`config.mk`:
```
export PLATFORM = sky130hd
export DESIGN_NAME = prime_logger
export DESIGN_NICKNAME = d
export VERILOG_FILES = /design/src/rtl/prime_logger.sv
export SDC_FILE = /design/constraint.sdc
export NUM_CORES = 1
export LEC_CHECK = 0
export CAP_MARGIN = 10
export CORE_ASPECT_RATIO = 1.4
export CORE_MARGIN = 2
export CORE_UTILIZATION = 45
export CTS_BUF_LIST = sky130_fd_sc_hd__clkbuf_8
export DETAILED_ROUTE_END_ITERATION = 8
export SLEW_MARGIN = 20
export SYNTH_ARGS = -nofsm -noshare
export SYNTH_HDL_FRONTEND = slang
export SYNTH_SLANG_ARGS = --single-unit
```
`constraint.sdc`:
```
create_clock -name clk -period 11.1 [get_ports clk]
set_input_delay 3.33 -clock clk [delete_from_list [all_inputs] [get_ports clk]]
set_output_delay 3.33 -clock clk [all_outputs]
set_load 0.03 [all_outputs]
```
`src/rtl/prime_logger.sv`:
```
// Prime logger: captures primes reported by an upstream checker into a
// first-word-fall-through FIFO and keeps running statistics about them
// (count, most recent prime, largest gap, overflow/order flags).
//
// Output handshake: out_data is valid while out_valid is high; an entry is
// consumed on any rising edge where out_valid and out_ready are both 1.
// There is no backpressure on the input side; a prime that finds the FIFO
// full (and no same-edge pop) is dropped and flagged.
module prime_logger #(
    parameter int DEPTH = 16,
    parameter int W     = 11
) (
    input  logic                     clk,
    input  logic                     rst,
    input  logic                     in_valid,
    input  logic [W-1:0]             in_number,
    input  logic                     in_prime,
    input  logic                     clr,
    input  logic                     out_ready,
    output logic                     out_valid,
    output logic [W-1:0]             out_data,
    output logic [$clog2(DEPTH):0]   level,
    output logic [W-1:0]             prime_count,
    output logic [W-1:0]             last_prime,
    output logic [W-1:0]             max_gap,
    output logic                     overflow,
    output logic                     order_err
);

    localparam int AW = $clog2(DEPTH);
    localparam logic [AW:0] LEVEL_FULL = (AW + 1)'(DEPTH);

    logic [W-1:0]  r_mem [DEPTH];
    logic [AW-1:0] r_wr_ptr;
    logic [AW-1:0] r_rd_ptr;
    logic [AW:0]   r_level;
    logic [W-1:0]  r_count;
    logic [W-1:0]  r_last_prime;
    logic [W-1:0]  r_max_gap;
    logic          r_overflow;
    logic          r_order_err;
    logic          r_have_prime;   // a prime has been captured since reset/clr
    logic          r_have_num;     // a valid number has been seen since reset/clr
    logic [W-1:0]  r_prev_num;     // last valid number, for order checking

    logic          w_capture;
    logic          w_pop;
    logic          w_full;
    logic          w_push;
    logic          w_drop;
    logic          w_order_bad;
    logic [W-1:0]  w_gap;
    logic          w_gap_update;

    // Decode this edge's events; a clear suppresses every other action.
    always_comb begin
        w_capture    = in_valid & in_prime & ~clr;
        w_pop        = (r_level != '0) & out_ready & ~clr;
        w_full       = (r_level == LEVEL_FULL);
        w_push       = w_capture & (~w_full | w_pop);
        w_drop       = w_capture & w_full & ~w_pop;
        w_order_bad  = in_valid & ~clr & r_have_num & (in_number <= r_prev_num);
        w_gap        = in_number - r_last_prime;
        w_gap_update = w_capture & r_have_prime & ~w_order_bad & (w_gap > r_max_gap);
    end

    // FIFO storage; contents are don't-care while unoccupied, so no reset.
    always_ff @(posedge clk) begin
        if (w_push) begin
            r_mem[r_wr_ptr] <= in_number;
        end
    end

    // FIFO pointers and occupancy; pointers wrap naturally at DEPTH.
    always_ff @(posedge clk or negedge rst) begin
        if (!rst) begin
            r_wr_ptr <= '0;
            r_rd_ptr <= '0;
            r_level  <= '0;
        end else if (clr) begin
            r_wr_ptr <= '0;
            r_rd_ptr <= '0;
            r_level  <= '0;
        end else begin
            if (w_push) r_wr_ptr <= r_wr_ptr + 1'b1;
            if (w_pop)  r_rd_ptr <= r_rd_ptr + 1'b1;
            if (w_push && !w_pop)      r_level <= r_level + 1'b1;
            else if (w_pop && !w_push) r_level <= r_level - 1'b1;
        end
    end

    // Statistics, sticky flags and ordering history.
    always_ff @(posedge clk or negedge rst) begin
        if (!rst) begin
            r_count      <= '0;
            r_last_prime <= '0;
            r_max_gap    <= '0;
            r_overflow   <= 1'b0;
            r_order_err  <= 1'b0;
            r_have_prime <= 1'b0;
            r_have_num   <= 1'b0;
            r_prev_num   <= '0;
        end else if (clr) begin
            r_count      <= '0;
            r_last_prime <= '0;
            r_max_gap    <= '0;
            r_overflow   <= 1'b0;
            r_order_err  <= 1'b0;
            r_have_prime <= 1'b0;
            r_have_num   <= 1'b0;
            r_prev_num   <= '0;
        end else begin
            if (in_valid) begin
                r_prev_num <= in_number;
                r_have_num <= 1'b1;
            end
            if (w_order_bad) r_order_err <= 1'b1;
            if (w_drop)      r_overflow  <= 1'b1;
            if (w_capture) begin
                if (r_count != '1) r_count <= r_count + 1'b1;
                r_last_prime <= in_number;
                r_have_prime <= 1'b1;
            end
            if (w_gap_update) r_max_gap <= w_gap;
        end
    end

    // Outputs come straight from registers; the head is masked when empty so
    // out_data reads 0 during and after reset.
    assign out_valid   = (r_level != '0);
    assign out_data    = out_valid ? r_mem[r_rd_ptr] : '0;
    assign level       = r_level;
    assign prime_count = r_count;
    assign last_prime  = r_last_prime;
    assign max_gap     = r_max_gap;
    assign overflow    = r_overflow;
    assign order_err   = r_order_err;

endmodule

```
# --- After elaboration in Yosys (flattened, before gate mapping) ---
# Memories as Yosys holds them, arrays and structs flattened.
# Cells that the tools add are included.
classes:
  n_bitwise: 18
  n_mux: 27
  eq_ne: 2
  reduce_logical: 15
  n_addsub: 6
  order_cmp: 2
ops:
  columns: ["op", "count"]
  rows:
  - ["$mux 11", 10]
  - ["$mux 4", 4]
  - ["$reduce_bool 2->1", 8]
  - ["$mux 5", 3]
  - ["$and 1x1->1", 13]
  - ["$add 11x1->11 const B", 1]
  - ["$gt 11x11->1", 1]
  - ["$le 11x11->1", 1]
  - ["$ne 11x11->1 const B", 1]
  - ["$sub 11x11->11", 1]
  - ["$mux 1", 10]
  - ["$add 4x1->4 const B", 2]
  - ["$add 5x1->5 const B", 1]
  - ["$eq 5x5->1 const B", 1]
  - ["$reduce_bool 5->1", 1]
  - ["$sub 5x1->5 const B", 1]
  - ["$not 1->1", 4]
  - ["$reduce_bool 3->1", 1]
  - ["$logic_and 1x1->1", 2]
  - ["$logic_not 1->1", 2]
  - ["$reduce_and 2->1", 1]
  - ["$or 1x1->1", 1]
totals:
  ram_bits: 176
  register_bits: 61
  out_inout_bits: 52
  n_memories: 1
  elab_cells: 82
mem_list:
  columns: ["memory", "words", "width", "read_ports", "rd_clocked_by_memory_dff", "write_ports", "line", "rtl"]
  rows:
  - ["r_mem", 16, 11, 1, 0, 1, "33", "logic [W-1:0] r_mem [DEPTH];"]

# --- Longest topological paths before layout ---
logic_depth:
  depth_word: 10
  depth_mapped: 16
  depth_no_buf: 15

# --- Worst setup path before layout ---
# OpenSTA, ideal clock, no wires.
synth_path:
  path_kind: "input-to-reg"
  startpoint: "in in_number[0]"
  endpoint: "reg r_max_gap[2] (netlist: max_gap[2])"
  arrival_ns: 6.459
  setup_ns: 0.128
  setup_slack_ns: 4.514
  stages: 16
  path_cell_list: "inv_1 > ha_1 > fa_1 > nand2b_1 > a211o_1 > a31oi_1 > nor4_1 > a311o_1 > ha_1 > nand4_1 > nor2_1 > nand4_1 > and3_1 > o211ai_1 > buf_2 > mux2_1"
synth_via:
  elab_chain_len: 6
  word_cells_on_any_way: 10
  cone_classes: "add/sub (1); order compare (2); mux (2); bitwise (4); reduce/logical (1)"
synth_lines:
  columns: ["item", "line", "rtl"]
  rows:
  - ["start, declared", "16", "input logic [W-1:0] in_number,"]
  - ["branches (longest 6 deep; another with $sub 11x11->11)", null, null]
  - ["end signal, assigned", "124", "if (w_gap_update) r_max_gap <= w_gap;"]
  - ["end, declared", "39", "logic [W-1:0] r_max_gap;"]
# Parallel ways; which one is timed is not known. The select of a mux whose other input is x is not followed.
# A chain may end at the register's enable or synchronous reset.

# --- Worst setup path after layout ---
layout_path:
  startpoint: "in in_number[0]"
  endpoint: "reg r_max_gap[9] (netlist: max_gap[9])"
# Same word-level chain as after synthesis.

==> out/qor.txt <==
Buf/Inv on CP: 3
Slowest stage delay, CP: 0.80 ns
Overflow after GRT: 0
RSZ-0062 raised after global routing: no
Max-cap violation count: 0
R2r setup slk: 6.96 ns
Post-Syn Area: 10700 µm²
Drt drc: 0
Ys flop type: edfxtp_1
Routed Antenna Nets: 0
Fmax: 133 MHz
Via density: 5.64
Sequential cell area: 6820 µm²
Critical path endpoint category: register
Flop pwr share: 45.5%
H-tree depth: 2
Fraction of layout cells with a size suffix above 1: 10.8%
Reg2reg path depth: 15
Hold Startpoint: overflow$_DFFE_PN0P_
Setup Viol. Count Final: 0
Worst vdd ir: 0.000130 V
Sequential area share after synthesis: 63.7%
Total wire length: 25600 µm
Num CTS Buffers: 37
Psw: 674 µW
Hold endpoint: overflow$_DFFE_PN0P_
Vias in the first global route: 7117
Startpoint Class: primary input
Net Sw Frac: 30.2%
Placed cells: 1112
Initial Util: 45.9%
Syn Inst Count: 758
Critical-path cell list: clkdlybuf4s50_1 > inv_1 > ha_1 > fa_1 > nand2b_1 > a211o_1 > a31oi_1 > nor4_1 > a311o_1 > ha_1 > nand4_1 > nor2_1 > a21oi_1 > o21ai_0 > o211ai_1 > buf_6 > mux2_1
Number of enable flip-flop cells after synthesis: 176
Critical Path RT: 11.52 ns
Most frequent cells in the layout: 176 x edfxtp_1, 66 x clkdlybuf4s50_1, 60 x dfrtp_1
Count of cell types in the netlist: 49
Multi-input gate area: 3600 µm²
Worst Clk Skew: 0.0258 ns
Worst setup path startpoint: in_number[0]
CP max FO: 19
CP most frequent cell: ha_1
R2R Path End: max_gap[9]$_DFFE_PN0P_
CTS sink count: 237
Leak: 4.52 nW
Post-cts gate resize count: 0
Setup Fix Bufs, Post-CTS: 0
Core footprint: 23300 µm²
Fin. Hold Viols: 0
CTS tree: done
Register bit total from synthesis: 237
Tot Pwr: 2.23 mW
Synthesis-to-finish area growth: 16.2%
Chip height: 186 µm
# IOs: 69
Tmin final: 7.50 ns
Slew margin rel.: 28.4%
Clk network pwr share: 31.6%
Outcome: finished clean
Final Slew Violations: 0
Syn avg cell area: 14.1 µm²
Worst Max-Slew Pin Slew: 1.07 ns
DP HPWL: 16200 µm
Pint: 1.56 mW
Latest clock arrival within the worst-skew pair: 0.54 ns
Maximum clock path buffer count: 3
Core Util, Final: 53.3%
Nets: 905
Yosys warning count: 0
Combinational fraction of design power: 22.9%
Largest net degree at the start of global routing: 66
Worst hold margin: 0.500 ns
Crit path arrival time: 7.92 ns
Worst hold path cell count: 2
Gr busiest metal: met2
FILL cells: 2003
Antenna diodes: 0
TNS Setup: 0 ns
Fin cells: 1180
Crit-path leading delay family: compound AO/OA/AOI/OAI gates
IO buf count: 68
Wire length per cell: 21.7 µm
GRT met2 Usage: 37.4%
Power Density: 180 nW/µm²
Global-route wire length before repair: 40100 µm
Die Wd: 134 µm
Worst min-delay path class: register to register
Initial antenna violation count: 0
Global Route met1 Usage: 25.6%
TritonRoute pass-1 iters: 5
Area of the die: 25000 µm²
Detailed Route Iter0 Violations: 390
Mapped Nets: 818
Clk root buf: clkbuf_8
R2R Path Start: last_prime[0]$_DFFE_PN0P_
Row count: 66
Fin crit share: 67.5%
Slowest-stage cell, CP: clkdlybuf4s50_1
Most common cell after layout, fill and taps aside: edfxtp_1
Met3 Use GR: 3.97%
GRT Util Overall: 21.0%
Vias: 6660
Clk slew on worst S/H paths: 0.07 ns
Routability congestion estimate: 0.831
Synth async-reset ratio: 25.7%
CP Class: primary input to register
Cts hold-fix bufs: 0
worst register-to-register path, delay by kind of cell, from the launching register on:
kind | cells | cell delay (ns)
AO/OA/AOI/OAI | 6 | 1.71
adder cells (fa/ha/maj) | 3 | 0.93
flip-flops | 1 | 0.42
AND/OR/NAND/NOR | 4 | 0.42
multiplexers | 1 | 0.33
buffers and inverters | 1 | 0.23
final cells by class:
cell class              count  area share, %
multi-input cells         450           29.0
inverters                  37           1.12
repair buffers             82           6.28
clock inverters            31           1.54
well taps                 306           3.08
clock buffers              37           4.10
flip-flops and latches    237           54.9
per-stage QoR:
step | setup WS (ns) | area [µm²]
2_1_floorplan | 4.51 | 10700
3_3_place_gp | 2.88 | 11700
3_5_place_dp | 3.01 | 11700
4_1_cts | 3.59 | 12400
5_1_grt | 3.29 | 12400
6_report | 3.60 | 12400
state kept, by name, summed over array words and instances (netlist names), 4 cells and up:
name         count
last_prime      11
level            5
max_gap         11
prime_count     11
r_mem          176
r_prev_num      11
r_rd_ptr         4
r_wr_ptr         4
worst max-delay path by stage:
stage	end	slack (ns)	depth (start not counted)
global placement	max_gap[10]$_DFFE_PN0P_	2.88	16
detailed placement	max_gap[9]$_DFFE_PN0P_	3.01	17
floorplan	max_gap[2]$_DFFE_PN0P_	4.51	16
global route	max_gap[2]$_DFFE_PN0P_	3.29	17
finish	max_gap[9]$_DFFE_PN0P_	3.60	17
CTS	max_gap[9]$_DFFE_PN0P_	3.59	17
kinds of logic (layout without fill, tap and decap cells):
logic type               Yosys count  in the layout  share of synthesized area (%)
AO/OA/AOI/OAI                    113            113                           7.21
XOR/XNOR                          21             21                           1.72
adder cells (fa/ha/maj)           43             43                           5.17
buffers and inverters             71            187                           2.59
flip-flops                       237            237                           63.7
multiplexers                      93             93                           11.4
AND/OR/NAND/NOR                  180            180                           8.18
power by group through the flow:
| stage | Sequential [mW] | Clock [mW] | Combinational, mW |
|---|---|---|---|
| 3_5_place_dp | 1.04 | 0 | 0.517 |
| 5_1_grt | 1.02 | 0.758 | 0.554 |
| 2_1_floorplan | 1.03 | 0 | 0.344 |
| 4_1_cts | 1.02 | 0.723 | 0.519 |
| 3_3_place_gp | 1.03 | 0 | 0.509 |
| 6_report | 1.02 | 0.707 | 0.512 |
routing by layer:
metal / part of all wire [%] / wire (µm)
met3: 5.3 / 1350
met2: 53 / 13400
met5: 0 / 0
met1: 40 / 10100
met4: 2.5 / 638
Yosys cell counts (2+ instances only):
| cell type | number | share of area [%] |
|---|---|---|
| and2_1 | 17 | 0.99 |
| fa_1 | 2 | 0.37 |
| o221ai_1 | 22 | 1.8 |
| nor4_1 | 4 | 0.23 |
| and4_1 | 2 | 0.16 |
| and3_1 | 10 | 0.59 |
| nand3_1 | 8 | 0.37 |
| o21ai_0 | 9 | 0.42 |
| buf_2 | 8 | 0.37 |
| a41oi_1 | 2 | 0.16 |
| edfxtp_1 | 176 | 49 |
| mux2i_1 | 58 | 5.4 |
| o21ai_1 | 6 | 0.28 |
| nor3_1 | 5 | 0.23 |
| nand2_1 | 48 | 1.7 |
| inv_1 | 36 | 1.3 |
| buf_1 | 3 | 0.11 |
| a21o_1 | 5 | 0.35 |
| xor2_1 | 12 | 0.98 |
| dfrtp_1 | 61 | 14 |
| a211oi_1 | 15 | 1.1 |
| ha_1 | 41 | 4.8 |
| nand4_1 | 10 | 0.59 |
| clkbuf_1 | 23 | 0.81 |
| nand3b_1 | 4 | 0.28 |
| a311o_1 | 2 | 0.19 |
| or3_1 | 3 | 0.18 |
| nand2b_1 | 9 | 0.53 |
| mux4_2 | 22 | 4.6 |
| xnor2_1 | 9 | 0.74 |
| a21oi_1 | 31 | 1.5 |
| mux2_1 | 12 | 1.3 |
| nor2_1 | 56 | 2.0 |
| o22ai_1 | 11 | 0.64 |
| o31ai_1 | 2 | 0.14 |
Note: power is estimated with default switching activity, not from simulation.
